==> src/rtl/epochtv1_pkg.sv <==
// Shared types and constants for the epochtv1 video path.
// Exports: color_t (4-bit colour index), rgb_t (8-bit r/g/b), rd_state_t (scan-out FSM states),
// SCV_ACTIVE_W (visible pixels per line) and PALETTE (fixed 16-entry SCV colour table).
package epochtv1_pkg;

  localparam int unsigned SCV_ACTIVE_W = 256;

  typedef logic [3:0] color_t;

  typedef struct packed {
    logic [7:0] r;
    logic [7:0] g;
    logic [7:0] b;
  } rgb_t;

  typedef enum logic {
    StIdle,
    StScan
  } rd_state_t;

  localparam rgb_t PALETTE [16] = '{
    24'h00009b, 24'h000000, 24'h0000ff, 24'ha100ff,
    24'h00ff00, 24'ha0ff9d, 24'h00ffff, 24'h00a100,
    24'hff0000, 24'hffa100, 24'hff00ff, 24'hffa09f,
    24'hffff00, 24'ha3a000, 24'ha1a09d, 24'hffffff
  };

endpackage

==> src/rtl/epochtv1_linebuf_ram.sv <==
// One scanline bank: single-clock RAM with a write port and an asynchronous read port whose
// address can be overwritten with clr_data on the same edge (read-then-clear).
// Ports: clk; we/waddr/wdata write port; raddr/rdata read port; clr/clr_data clear write.
// No reset: contents are undefined until written.
module epochtv1_linebuf_ram #(
  parameter int unsigned DEPTH = 256,
  parameter int unsigned AW    = 8,
  parameter int unsigned DW    = 4
) (
  input  logic          clk,
  input  logic          we,
  input  logic [AW-1:0] waddr,
  input  logic [DW-1:0] wdata,
  input  logic          clr,
  input  logic [AW-1:0] raddr,
  input  logic [DW-1:0] clr_data,
  output logic [DW-1:0] rdata
);

  logic [DW-1:0] mem [DEPTH];

  assign rdata = mem[raddr];

  // The parent never writes and clears the same bank in one cycle; write wins if it ever did.
  always_ff @(posedge clk) begin
    if (we) begin
      mem[waddr] <= wdata;
    end else if (clr) begin
      mem[raddr] <= clr_data;
    end
  end

endmodule

==> src/rtl/epochtv1_linebuf.sv <==
// Double-buffered scanline buffer with palette output stage.
// The render core writes colour indices into bank wr_bank while the other bank is scanned out,
// one pixel per CE, and cleared to BG behind the read pointer.
// Ports: CLK, RES (async, active high), CE (pixel enable), SWAP (line start), BG (clear colour),
// WR_EN/WR_X/WR_C (pixel write), DE/R/G/B (registered RGB, 2 CE latency), LINE_DONE.
module epochtv1_linebuf
  import epochtv1_pkg::*;
#(
  parameter int unsigned ACTIVE_W = SCV_ACTIVE_W,
  parameter int unsigned XW       = 8,
  parameter int unsigned CW       = 4
) (
  input  logic          CLK,
  input  logic          RES,
  input  logic          CE,
  input  logic          SWAP,
  input  logic [CW-1:0] BG,
  input  logic          WR_EN,
  input  logic [XW-1:0] WR_X,
  input  logic [CW-1:0] WR_C,
  output logic          DE,
  output logic [7:0]    R,
  output logic [7:0]    G,
  output logic [7:0]    B,
  output logic          LINE_DONE
);

  rd_state_t     state_q, state_d;
  logic          wr_bank;
  logic [XW-1:0] rd_x, rd_x_d;
  logic          rd_fire;
  logic          rd_last;

  logic          wr_ok;
  logic [CW-1:0] rdata0, rdata1, rd_c;

  logic          s1_valid, s1_last;
  logic [CW-1:0] s1_c;
  rgb_t          pix;

  assign rd_last = (rd_x == XW'(ACTIVE_W - 1));
  assign wr_ok   = CE & WR_EN & (32'(WR_X) < ACTIVE_W);
  assign rd_c    = wr_bank ? rdata0 : rdata1;

  // SWAP takes priority over an in-progress scan: no read or clear on that CE.
  always_comb begin
    state_d = state_q;
    rd_x_d  = rd_x;
    rd_fire = 1'b0;
    if (SWAP) begin
      state_d = StScan;
      rd_x_d  = '0;
    end else if (state_q == StScan) begin
      rd_fire = 1'b1;
      if (rd_last) begin
        state_d = StIdle;
        rd_x_d  = '0;
      end else begin
        rd_x_d = rd_x + 1'b1;
      end
    end
  end

  always_ff @(posedge CLK or posedge RES) begin
    if (RES) begin
      state_q <= StIdle;
      rd_x    <= '0;
      wr_bank <= 1'b0;
    end else if (CE) begin
      state_q <= state_d;
      rd_x    <= rd_x_d;
      if (SWAP) begin
        wr_bank <= ~wr_bank;
      end
    end
  end

  epochtv1_linebuf_ram #(
    .DEPTH(ACTIVE_W),
    .AW   (XW),
    .DW   (CW)
  ) u_bank0 (
    .clk     (CLK),
    .we      (wr_ok & ~wr_bank),
    .waddr   (WR_X),
    .wdata   (WR_C),
    .clr     (CE & rd_fire & wr_bank),
    .raddr   (rd_x),
    .clr_data(BG),
    .rdata   (rdata0)
  );

  epochtv1_linebuf_ram #(
    .DEPTH(ACTIVE_W),
    .AW   (XW),
    .DW   (CW)
  ) u_bank1 (
    .clk     (CLK),
    .we      (wr_ok & wr_bank),
    .waddr   (WR_X),
    .wdata   (WR_C),
    .clr     (CE & rd_fire & ~wr_bank),
    .raddr   (rd_x),
    .clr_data(BG),
    .rdata   (rdata1)
  );

  assign pix = PALETTE[color_t'(s1_c)];

  always_ff @(posedge CLK or posedge RES) begin
    if (RES) begin
      s1_valid  <= 1'b0;
      s1_last   <= 1'b0;
      s1_c      <= '0;
      DE        <= 1'b0;
      R         <= '0;
      G         <= '0;
      B         <= '0;
      LINE_DONE <= 1'b0;
    end else if (CE) begin
      s1_valid  <= rd_fire;
      s1_last   <= rd_fire & rd_last;
      s1_c      <= rd_c;
      DE        <= s1_valid;
      R         <= s1_valid ? pix.r : 8'h00;
      G         <= s1_valid ? pix.g : 8'h00;
      B         <= s1_valid ? pix.b : 8'h00;
      LINE_DONE <= s1_valid & s1_last;
    end
  end

endmodule

==> config.mk <==
export PLATFORM = sky130hd
export DESIGN_NAME = epochtv1_linebuf
export DESIGN_NICKNAME = d
export VERILOG_FILES = /design/src/rtl/epochtv1_pkg.sv /design/src/rtl/epochtv1_linebuf_ram.sv /design/src/rtl/epochtv1_linebuf.sv
export SDC_FILE = /design/constraint.sdc
export NUM_CORES = 2
export LEC_CHECK = 0
export ABC_AREA = 0
export BUFFER_PORTS_ARGS = -buffer_cell sky130_fd_sc_hd__clkbuf_2
export CAP_MARGIN = 30
export CORE_ASPECT_RATIO = 0.75
export CORE_MARGIN = 1
export CORE_UTILIZATION = 60
export DETAILED_ROUTE_END_ITERATION = 10
export GPL_ROUTABILITY_DRIVEN = 0
export PLACE_DENSITY_LB_ADDON = 0.25
export SYNTH_ARGS = -nofsm -noshare
export SYNTH_HDL_FRONTEND = slang
export SYNTH_SLANG_ARGS = --single-unit
==> constraint.sdc <==
create_clock -name CLK -period 7.1 [get_ports CLK]
set_clock_uncertainty 0.2 [all_clocks]
set_input_delay 0 -clock CLK [delete_from_list [all_inputs] [get_ports CLK]]
set_output_delay 0 -clock CLK [all_outputs]
set_load 0.01 [all_outputs]
==> results by group <==
Run status
  – Status: completed

Timing
  – Setup ws final: around 2.4 ns
  – Setup TNS Final: 0 ns
  – Fmax: about 0.21 GHz
  – Final period utilization: 0.666
  – Crit path time final: ~4.7 ns
  – Final setup viols: 0
  – Final Hold Fails: 0
  – Unrepaired setup endpoints after global routing: no
  – Final slew viol count: 0
  – Max_slew headroom: 0.253
  – Slew @ Worst Pin: approximately 1.1 ns

Logic synthesis
  – Synthesized-area fraction occupied by ao, oa, aoi and oai cells: 0.0298
  – EDFF count, synth: about 2000
  – Cell Area, Synth: approximately 0.083 sq mm
  – Post-synthesis cell type count: a little over 60
  – Post-synthesis mux area share: 0.156
  – Post-synthesis async set-or-reset flop share: 0.0140
  – Post-synthesis register bit count: ~2100
  – Avg Cell Area, Syn: slightly below 20 sq um
  – Yosys warning count: 0
  – Post-synthesis sequential area ratio: 0.747
  – Xor and xnor area share after synthesis: 0.000105
  – Synth Net Count: 4313
  – Main flop type after synthesis: edfxtp_1
  – Largest family of logic cells by synthesized area: multiplexers
  – Post-Synth Adder-Cell Area: 0.000601
  – Post-Synthesis Cells: roughly 4300
  – Simple-gate portion of the synthesized area: 0.0443

Place
  – Detail Placement HPWL: roughly 120000 microns
  – Place WS: ~2.4 ns
  – Dpl cell area: approximately 0.085 sq mm
  – Port Buffers: 46

Worst hold path
  – HP Class: input pin to register

GRT
  – Total GRT Usage: 0.298
  – GRT overflow: 0
  – Global-route wire length before repair: 300000 microns
  – Initial antenna violation count: 10
  – Vias in the first global route: ~42000
  – Largest net degree at the start of global routing: between 150 and 200

Floorplanning
  – Initial Util: 0.609
  – Site Rows: 117
  – Die area: between 0.1 and 0.15 sq mm
  – Die height: between 300 and 400 microns
  – Die Width: about 430 microns
  – Core outline area: around 0.14 sq mm
  – # IOs: 47

Routing
  – Vias per Instance: roughly 7
  – Post-DRT Antenna Nets: 0
  – Drt first pass iters: 8
  – DRT iter0 DRCs: between 6000 and 7000
  – DRC Markers: 0
  – DR vias: around 44000
  – Drt total wl: around 210000 microns
  – WL per Instance: 32.4 microns

Setup path
  – Worst reg-to-reg path cell count: 8
  – Register-to-register setup slack: 2.37 ns
  – WS Path Type: register to register
  – Crit Reg-Reg Startpoint: rd_x[1]
  – Setup crit end: s1_c[1]
  – Critical path data required time: 7.62 ns
  – Reg-to-reg endpoint: s1_c[1]
  – CP startpoint kind: register
  – Worst-path fanout max: approximately 50
  – CP Capture Type: register
  – Origin of the worst setup path: rd_x[1]
  – Crit path DAT: ~5.3 ns

Clocking
  – Post-CTS resize count: 0
  – Clk slew on worst S/H paths: around 0.07 ns
  – Clk_lat worst skew: 0.84 ns
  – CTS tree: built
  – Hold_buf cts: 25
  – H-tree levels: 4
  – Clk sinks: between 2000 and 2500
  – Clk buf depth: 3
  – CTS root buffer: clkbuf_16
  – Postcts setup bufs: 0
  – CTS buffer count: about 190

Cells and area
  – Area of the multi-input gates: roughly 0.019 sq mm
  – Synth-to-Final Area Change: 10.3%
  – Share of layout cells above drive strength 1: 0.216
  – Register area: 0.0622 sq mm
  – Final Instance Area: a little over 0.09 sq mm
  – Fillers: 8592
  – Nets: 4388

Pwr
  – Combinational power share: 0.106
  – P_sw: 6470 uW
  – Worst vdd ir: roughly 240 uV
  – LEAKAGE: approximately 0.028 uW
  – Internal: between 20000 and 25000 uW
  – Pwr Total: between 20000 and 30000 uW
  – Clk network pwr share: 0.379
  – Sequential Power Share: 0.514
  – Power density over the cells: 296 mW/mm^2
  – Switching part of the total: 0.238

Flow run
  – # Max-Cap Violations: 0
==> registers in the layout (all words and copies together), names as in the netlist <==
name	count
u_bank1.mem	1024
R	4
s1_c	4
s1_last	1
LINE_DONE	1
u_bank0.mem	1024
wr_bank	1
state_q	1
DE	1
B	4
s1_valid	1
rd_x	8
G	3
==> placed cells by master, fill, tap and decap left out, drive strengths merged, types with 7 or more instances in the layout <==
cell type / Yosys / final
inv: 13 / 22
o2bb2ai: 11 / 11
and2: 12 / 12
dfrtp: 29 / 29
nor2: 569 / 569
buf: 166 / 99
dlygate4sd3: 0 / 25
clkinvlp: 0 / 9
nand3b: 7 / 7
mux2i: 116 / 116
a31oi: 19 / 19
mux2: 45 / 45
a211oi: 52 / 52
nand2: 160 / 160
o21ai: 57 / 57
nor2b: 46 / 46
a22oi: 38 / 38
a22o: 8 / 8
a221oi: 9 / 9
o221ai: 20 / 20
bufinv: 0 / 22
a2111oi: 16 / 16
o211ai: 7 / 7
clkinv: 0 / 74
a21oi: 38 / 38
mux4: 500 / 500
nand2b: 19 / 19
edfxtp: 2048 / 2048
clkbuf: 118 / 280
nand3: 53 / 53
o22ai: 49 / 49
==> per-layer routing <==
layer	global-route usage	wire length, microns
met1	0.453	81100
met2	0.419	91600
met3	0.0906	27300
met4	0.0921	6160
met5	0	126
==> logic make-up after synthesis <==
kind of cell    after synthesis
xor+xnor                      1
flops                      2077
simple gates                891
compound gates              357
buf+inv                     297
mux                         661
fa+ha+maj                     4
==> worst min-delay path by stage <==
stage | from | to | slack, ns | cells after the start
2_1_floorplan | RES | B[1] | -0.12 | 1
3_3_place_gp | RES | DE | -0.009 | 3
3_5_place_dp | RES | G[5] | -0.01 | 3
4_1_cts | WR_C[0] | u_bank0.mem[72][0] | 0.02 | 2
5_1_grt | SWAP | rd_x[4] | 0.20 | 4
6_report | CE | G[6] | 0.16 | 4
==> power by group through the flow <==
stage / Clock [uW] / Combinational [uW] / Sequential [uW]
2_1_floorplan: 0 / 1950 / 14300
3_3_place_gp: 0 / 2720 / 14300
3_5_place_dp: 0 / 2780 / 14300
4_1_cts: 10400 / 2830 / 14000
5_1_grt: 10900 / 3050 / 14000
6_report: 10300 / 2890 / 14000
==> layout make-up <==
type,count,area share
inverter,13,0.000559
antenna,1,0.0000273
sequential,2077,0.678
clock buffer,234,0.0545
clock inverter,114,0.0134
tap,1844,0.0251
timing repair buffer,170,0.0172
multi-input combinational,1914,0.211
==> per-stage QoR <==
stage	utilization	instances	hold WS, ns
4_1_cts	0.670	6356	0.0187
6_report	0.671	6367	0.162
2_1_floorplan	-	4288	-0.122
5_1_grt	0.671	6367	0.197
3_3_place_gp	0.621	5969	-0.00870
3_5_place_dp	0.622	5983	-0.0140
==> Yosys cell counts (all sizes together) (3+ instances only) <==
cell type / count / area (sq um)
a2111oi: 16 / 140
mux4: 500 / 11400
nand2b: 19 / 119
ha: 4 / 50.1
nand3: 53 / 265
nor4: 3 / 18.8
o211ai: 7 / 52.6
o311ai: 6 / 52.6
a311oi: 3 / 26.3
a22oi: 38 / 285
nor2: 569 / 2140
a2111o: 3 / 33.8
a21o: 3 / 22.5
or2: 4 / 25.0
a22o: 8 / 70.1
a32o: 3 / 32.5
o21ai: 57 / 289
nand3b: 7 / 52.6
buf: 166 / 1270
dfrtp: 29 / 726
o221ai: 20 / 175
a31oi: 19 / 119
a21oi: 38 / 190
edfxtp: 2048 / 61500
inv: 13 / 48.8
and2: 12 / 75.1
and3: 3 / 18.8
a221oi: 9 / 78.8
a211oi: 52 / 390
or3: 4 / 25.0
clkbuf: 118 / 454
mux2: 45 / 507
o31ai: 3 / 22.5
nor2b: 46 / 288
o2bb2ai: 11 / 96.3
o21a: 5 / 37.5
nor3: 6 / 30.0
nand2: 160 / 601
o22ai: 49 / 307
mux2i: 116 / 1160
==> worst max-delay path: stages (launching register included) <==
cell and delay, ns:
dfrtp_4 1.00, buf_4 0.58, mux4_2 0.56, mux2_2 0.27
o22ai_1 0.22, a2111oi_0 0.18, a211oi_1 0.75, o221ai_1 0.39
a32o_2 0.33
Power figures use the tool's default switching activity.
